$ cat config.mk
export PLATFORM = sky130hd
export DESIGN_NAME = motor_pwm_driver
export DESIGN_NICKNAME = d
export VERILOG_FILES = /design/src/rtl/motor_pwm_driver.sv
export SDC_FILE = /design/constraint.sdc
export NUM_CORES = 1
export LEC_CHECK = 0
export BUFFER_PORTS_ARGS = -buffer_cell sky130_fd_sc_hd__buf_2
export CORE_ASPECT_RATIO = 0.7
export CORE_MARGIN = 2
export CORE_UTILIZATION = 30
export CTS_CLUSTER_SIZE = 16
export DETAILED_ROUTE_END_ITERATION = 8
export SETUP_SLACK_MARGIN = 0.5
export SYNTH_ARGS = -nofsm -noshare
export SYNTH_HDL_FRONTEND = slang
export SYNTH_HIERARCHICAL = 1
export SYNTH_SLANG_ARGS = --single-unit
$ cat constraint.sdc
create_clock -name clk -period 3.5 [get_ports clk]
set_input_delay 0.525 -clock clk [delete_from_list [all_inputs] [get_ports clk]]
set_output_delay 0.525 -clock clk [all_outputs]
set_load 0.02 [all_outputs]
$ cat src/rtl/motor_pwm_driver.sv
// Motor PWM driver: maps Control_Car speed/steer/enable to ramped, glitch-free
// PWM and direction for the left and right wheel motors.
module pwm_chan #(
  parameter int PWM_W = 8
) (
  input  logic             clk,
  input  logic             clr_n,
  input  logic             en,
  input  logic             load,
  input  logic [PWM_W-1:0] cnt,
  input  logic [PWM_W-1:0] duty,
  output logic             pwm
);
  logic [PWM_W-1:0] duty_sh;

  // Shadow only moves at the period boundary so a pulse is never cut short.
  always_ff @(posedge clk or negedge clr_n) begin
    if (!clr_n) begin
      duty_sh <= '0;
      pwm     <= 1'b0;
    end else begin
      if (load) duty_sh <= duty;
      pwm <= en && (cnt < duty_sh);
    end
  end
endmodule

module motor_pwm_driver #(
  parameter int PWM_W     = 8,
  parameter int RAMP_DIV  = 16,
  parameter int RAMP_STEP = 8,
  parameter int DUTY_SLOW = 64,
  parameter int DUTY_MED  = 128,
  parameter int DUTY_HIGH = 224,
  parameter int DUTY_REV  = 96
) (
  input  logic             clk,
  input  logic             clr_n,
  input  logic             en,
  input  logic [2:0]       speed,
  input  logic [1:0]       steer,
  output logic             pwm_l,
  output logic             pwm_r,
  output logic             dir_l,
  output logic             dir_r,
  output logic             moving,
  output logic [PWM_W-1:0] duty_cur
);
  localparam int NUM_CH = 2;
  localparam int PRE_W  = (RAMP_DIV > 1) ? $clog2(RAMP_DIV) : 1;
  localparam logic [PWM_W-1:0] STEP = PWM_W'(RAMP_STEP);

  typedef enum logic [1:0] {STOP, FWD, REV, DECEL} state_t;

  state_t                         state;
  logic                           dir;
  logic                           fwd_req, rev_req, tick, load;
  logic [PWM_W-1:0]               tgt, eff, gap, duty_nxt, cnt;
  logic [PRE_W-1:0]               pre;
  logic [NUM_CH-1:0][PWM_W-1:0]   sh_in;
  logic [NUM_CH-1:0]              pwm;

  always_comb begin
    fwd_req = 1'b0;
    rev_req = 1'b0;
    tgt     = '0;
    if (en) begin
      case (speed)
        3'd1: begin fwd_req = 1'b1; tgt = PWM_W'(DUTY_SLOW); end
        3'd2: begin fwd_req = 1'b1; tgt = PWM_W'(DUTY_MED);  end
        3'd3: begin fwd_req = 1'b1; tgt = PWM_W'(DUTY_HIGH); end
        3'd4: begin rev_req = 1'b1; tgt = PWM_W'(DUTY_REV);  end
        default: ;
      endcase
    end
  end

  // Only a matching request in the running direction holds duty up; all else drains.
  always_comb begin
    eff = '0;
    case (state)
      FWD:     if (fwd_req) eff = tgt;
      REV:     if (rev_req) eff = tgt;
      default: ;
    endcase
  end

  always_comb begin
    gap      = '0;
    duty_nxt = duty_cur;
    if (eff > duty_cur) begin
      gap      = eff - duty_cur;
      duty_nxt = (gap > STEP) ? duty_cur + STEP : eff;
    end else begin
      gap      = duty_cur - eff;
      duty_nxt = (gap > STEP) ? duty_cur - STEP : eff;
    end
  end

  assign tick = (pre == PRE_W'(RAMP_DIV - 1));

  always_ff @(posedge clk or negedge clr_n) begin
    if (!clr_n) begin
      pre      <= '0;
      duty_cur <= '0;
    end else begin
      pre <= tick ? '0 : pre + 1'b1;
      if (tick) duty_cur <= duty_nxt;
    end
  end

  always_ff @(posedge clk or negedge clr_n) begin
    if (!clr_n) begin
      state  <= STOP;
      dir    <= 1'b1;
      moving <= 1'b0;
    end else begin
      case (state)
        STOP:
          if (fwd_req) begin
            state <= FWD; dir <= 1'b1; moving <= 1'b1;
          end else if (rev_req) begin
            state <= REV; dir <= 1'b0; moving <= 1'b1;
          end
        FWD:
          if (rev_req) state <= DECEL;
          else if (!fwd_req && duty_cur == '0) begin state <= STOP; moving <= 1'b0; end
        REV:
          if (fwd_req) state <= DECEL;
          else if (!rev_req && duty_cur == '0) begin state <= STOP; moving <= 1'b0; end
        DECEL:
          if (duty_cur == '0) begin state <= STOP; moving <= 1'b0; end
        default: begin state <= STOP; moving <= 1'b0; end
      endcase
    end
  end

  assign dir_l = dir;
  assign dir_r = dir;

  always_ff @(posedge clk or negedge clr_n) begin
    if (!clr_n) cnt <= '0;
    else        cnt <= cnt + 1'b1;
  end

  assign load = &cnt;

  // Channel 0 is left, channel 1 is right; the inside wheel runs at half duty.
  always_comb begin
    sh_in[0] = duty_cur;
    sh_in[1] = duty_cur;
    if (steer == 2'd1)      sh_in[1] = duty_cur >> 1;
    else if (steer == 2'd2) sh_in[0] = duty_cur >> 1;
  end

  for (genvar c = 0; c < NUM_CH; c++) begin : g_ch
    pwm_chan #(.PWM_W(PWM_W)) u_ch (
      .clk   (clk),
      .clr_n (clr_n),
      .en    (en),
      .load  (load),
      .cnt   (cnt),
      .duty  (sh_in[c]),
      .pwm   (pwm[c])
    );
  end

  assign pwm_l = pwm[0];
  assign pwm_r = pwm[1];
endmodule

### Word-level counts from Yosys, hierarchy flattened

Cells that the tools add are included.

* bits in registers: 42

* order comparisons: 5
* reduce and logical (&&, ||, !) cells: 14
* add/subtract/negate cells: 6
* equal/unequal tests: 18
* mux-type cells: 34

Operator list (number)
* $mux 8: 9
* $pmux 8 s4: 1
* $gt 8x4->1 const B: 2
* $lt 8x8->1: 2
* $pmux 8 s2: 1
* $sub 8x8->8: 2
* $mux 2: 7
* $mux 1: 13
* $ne 2x2->1 const B: 5
* $ne 3x3->1 const B: 3
* $add 8x1->8 const B: 1
* $add 8x4->8 const B: 1
* $gt 8x8->1: 1
* $logic_not 8->1: 1
* $pmux 2 s4: 1
* $reduce_and 8->1: 1
* $sub 8x4->8 const B: 1
* $eq 2x2->1 const B: 3
* $eq 3x2->1 const B: 2
* $reduce_and 6->1: 1
* $add 4x1->4 const B: 1
* $eq 2x1->1 const B: 2
* $eq 4x4->1 const B: 1
* $logic_and 1x1->1: 4
* other kinds (10): 11

### Logic depth before layout (Yosys ltp)

* depth in word-level cells: 10
* depth in mapped cells: 16

### Hierarchy

Netlist, hierarchy kept.

By module, submodules not included
* motor_pwm_driver: sequential area each 526.8 um^2, area each 1726.7 um^2, times used 1, cells each 199
* pwm_chan: sequential area each 225.2 um^2, area each 489.2 um^2, times used 2, cells each 51

### Worst setup path before layout

OpenSTA, ideal clock, no wires.

* path kind: register -> register
* start: register state[1]
* end: register duty_cur[7]
* setup slack: 654 ps
* cell stages (with the launch flop): 17
* period minus slack after synthesis: 2846 ps
* data required time: 3405 ps
* setup time: 95 ps
* data arrival time: 2750 ps
* path buffers: 0
* cells stage by stage: dfrtp_1 > inv_1 > ha_1 > nor2b_1 > nand2_1 > o21ai_0 > nand3_1 > inv_1 > o21a_1 > ha_1 > fa_1 > xor2_1 > and4_1 > a21oi_1 > o22ai_1 > nor2b_1 > o31ai_1

* word-level cells in the longest chain between the ends: 6
* elaborated cells on any way between the ends: 11

Ends and longest elaborated chain
* start, declared: RTL line 55 `state_t state;`
* start signal, assigned: RTL line 114 `state <= STOP;`
* start signal, assigned: RTL line 121 `state <= FWD; dir <= 1'b1; moving <= 1'b1;`
* start signal, assigned: RTL line 123 `state <= REV; dir <= 1'b0; moving <= 1'b1;`
* $eq 2x2->1 / $eq 2x1->1 (equally long branches): RTL line 81 `case (state)`
* $pmux 8 s2 (*): RTL line 81
* $sub 8x8->8 (on tied branches): RTL line 95, 92
* $gt 8x4->1 (on tied branches): RTL line 96, 93
* $mux 8 (on tied branches): RTL line 96, 93
* $mux 8 (*): RTL line 91 `if (eff > duty_cur) begin`
* end signal, assigned: RTL line 108 `if (tick) duty_cur <= duty_nxt;`
* end, declared: RTL line 47 `output logic [PWM_W-1:0] duty_cur`

Mark *: on every way between the ends. The rest lies on a longest branch, timed or not.
A chain may end at the register's enable or synchronous reset.

### Final worst setup path

Ends and elaborated chain as after synthesis.

==> out/metrics.yaml <==
run_status:
  status: "finished, final reports clean"
logic_synthesis:
  synth_cell_types: 55
  synth_simple_gate_area_share_pct: 19.4
  synth.top_cell.area_share_pct: 35.2
  yosysMostFrequentCell: "dfrtp_1"
  synth_xor_area_share_pct: 3.24
  muxShareOfSynthArea_pct: 2.50
  mappedNetlistArea_sq_um: 2710
  synth-adder-area-share_pct: 14.6
  synth_ff_type: "dfrtp_1"
  avgSynthCellArea_sq_um: 8.99
  ys_seq_elements: 39
  synthTopCellsByCount: "38 x dfrtp_1, 36 x o21ai_0, 34 x nand2_1, 30 x ha_1, 24 x inv_1"
  synth-edff-count: 0
  yosys-top-cells-area: "dfrtp_1 35%, ha_1 14%, o21ai_0 6.7%, nand2_1 4.7%, inv_1 3.3%"
  yosys_warnings: 6
  synth_compound_area_share_pct: 17.5
  async_flop_share_pct: 100
  synth_top_family_by_area: "simple AND/OR/NAND/NOR gates"
  seq_area_frac_synth_pct: 36.1
  synth_top_cell_by_area: "dfrtp_1"
  netlist_instances: 301
detailed_routing:
  ant_nets: 0
  viasPerCell: 4.80
  drt_iter0_drc: 119
  met2_length_mm: 2.42
  routed.top_layer: "met4"
  vias: 2139
  wl_met1_mm: 3.28
  drc: 0
  wl_met3_um: 286
  routed_wirelength_mm: 6.02
  drt-pass1-iter-count: 4
  wire_per_inst_um: 13.5
floorplanning:
  die_y_um: 83.4
  core_area_sq_um: 8620
  fp-row-count: 28
  initial_core_util_pct: 31.4
  die_x_um: 117
  die-area_sq_um: 9800
  io_pins: 21
global_routing:
  grt_pass1_vias: 1873
  grt_max_degree: 40
  grt_usage_pct: 12.2
  grt_overflow: 0
  antenna_found_initial: 0
  grt_pass1_wl_mm: 9.78
sta:
  period_share_pct: 82.3
  fmax_mhz: 347
  relSlewSlack_pct: 40.5
  worstMarginPinSlew_ns: 0.893
  finalMaxSlewViolations: 0
  setup_viol: 0
  period_needed_ns: 2.88
  setup_slack_ns: 0.619
  tns_ns: 0
  finalHoldWorstSlack_ns: 0.374
  final-hold-violation-count: 0
  rsz0062_at_grt: "false"
  fin_worst_skew_ns: 0.00450
power:
  p_leak_nw: 1.47
  ir_drop_uv: 205
  power_w: 0.00145
  p_per_area_nw_per_um2: 463
final_layout:
  fillCellCount: 897
  diodes: 0
  drive_above_1_share_pct: 18.7
  design_area_sq_um: 3140
  final_nets: 366
  area_growth_pct: 16.1
clocking:
  cts_tree: "done"
  cts_buffer_depth: 2
  cts-root-buf: "clkbuf_16"
  worstSkewPairLatency_ns: 0.28
  h-tree-depth: 2
  clkTransAtPathRegs_ns: 0.05
  clock_sinks: 39
  cts-buffers-inserted: 5
critical_path:
  arrival_ns: 3.06
  endpoint_kind: "register"
  worstPathRequired_ns: 3.68
  path_max_fanout: 5
  critPathLaunchType: "register"
  critPathKind: "register to register"
job:
  max_cap_viol_count: 0
min_path:
  hp-class: "input port to async pin"
placed_design:
  io_buffer_count: 17
  routabilityCongestion: 0.868
  dpl_worst_slack_ns: 0.330
  hpwl_mm: 4.36
  dpl_cell_area_sq_um: 2900
==> power breakdown <==
part           total (W)  switching, W  internal, W  leakage [nW]
Clock           0.000422      0.000167     0.000256        0.0618
Combinational   0.000501      0.000287     0.000214         0.975
Sequential      0.000530     0.0000435     0.000487         0.433
Total            0.00145      0.000497     0.000957          1.47
==> final cells by class <==
type	count	area [sq um]	share of cell area, %
Inverter	25	93.8	2.99
Sequential cell	39	978	31.1
Tap cell	120	150	4.78
Clock buffer	5	125	3.98
Timing Repair Buffer	26	153	4.86
Clock inverter	1	7.51	0.239
Multi-Input combinational cell	230	1630	52.0
==> metal layers <==
metal	vias to the layer above	global-route usage [%]
met5	-	0
met4	0	2.63
met3	5	3.23
met2	54	16.1
met1	990	19.3
li1	1090	-
==> critical path, cell delays in order (launching register included) <==
cell     delay [ns]
dfrtp_1        0.36
inv_1          0.10
ha_4           0.18
nor2b_2        0.15
nand2_1        0.06
o21ai_1        0.05
nand3_1        0.11
inv_2          0.07
o21a_1         0.12
ha_1           0.19
fa_1           0.38
xor2_1         0.20
and4_4         0.30
a21oi_4        0.05
a21oi_1        0.15
o22ai_1        0.10
o31ai_1        0.23
==> stage by stage <==
| step | utilization, % | instances |
|---|---|---|
| after floorplan | - | 307 |
| after global placement | 33.6 | 433 |
| after detailed placement | 33.6 | 433 |
| after CTS | 35.4 | 440 |
| after global routing | 36.5 | 446 |
| final | 36.5 | 446 |
==> registers in the layout, indices dropped and copies added, names as in the netlist <==
name and count:
pre 4, cnt 8, duty_cur 5, dir_l 1, state 2, moving 1, g_ch.u_ch/duty_sh 16, g_ch.u_ch/pwm 2
==> cell usage in the layout (no fill, tap or decap), types with 4 or more instances in the layout <==
cell,count
a211oi_1,4
a21oi_1,8
buf_2,17
buf_4,9
clkbuf_16,5
conb_1,7
dfrtp_1,37
ha_1,27
inv_1,22
nand2_1,34
nand2b_1,4
nand3_1,13
nand4_1,4
nor2_1,19
nor2b_1,6
o21ai_0,35
xnor2_1,5
xor2_1,5
==> path summary, 6_finish.rpt <==
path | slack (ns) | start | endpoint | depth (start not counted)
worst min register to register | 0.48 | moving | moving | 1
max in group asynchronous | 2.51 | clr_n | state[0] | 1
worst max register to register | 0.62 | state[1] | duty_cur[7] | 16
worst max-delay path | 0.62 | state[1] | duty_cur[7] | 16
min in group clk | 0.48 | moving | moving | 1
worst min-delay path | 0.37 | clr_n | cnt[5] | 1
==> logic make-up after synthesis <==
kind of cell / after synthesis
AND/OR/NAND/NOR: 102
AO/OA/AOI/OAI: 74
flip-flops: 39
buffers and inverters: 38
adder cells (fa/ha/maj): 31
XOR/XNOR: 10
multiplexers: 6
other: 1
==> timing repair <==
action | 4_1_cts | 5_1_grt
pin swaps | 0 | 3
hold buffers | 0 | 0
buffers inserted | 1 | 6
gates resized for setup | 5 | 13
setup endpoints to repair | 4 | 5
Power figures use the tool's default switching activity.
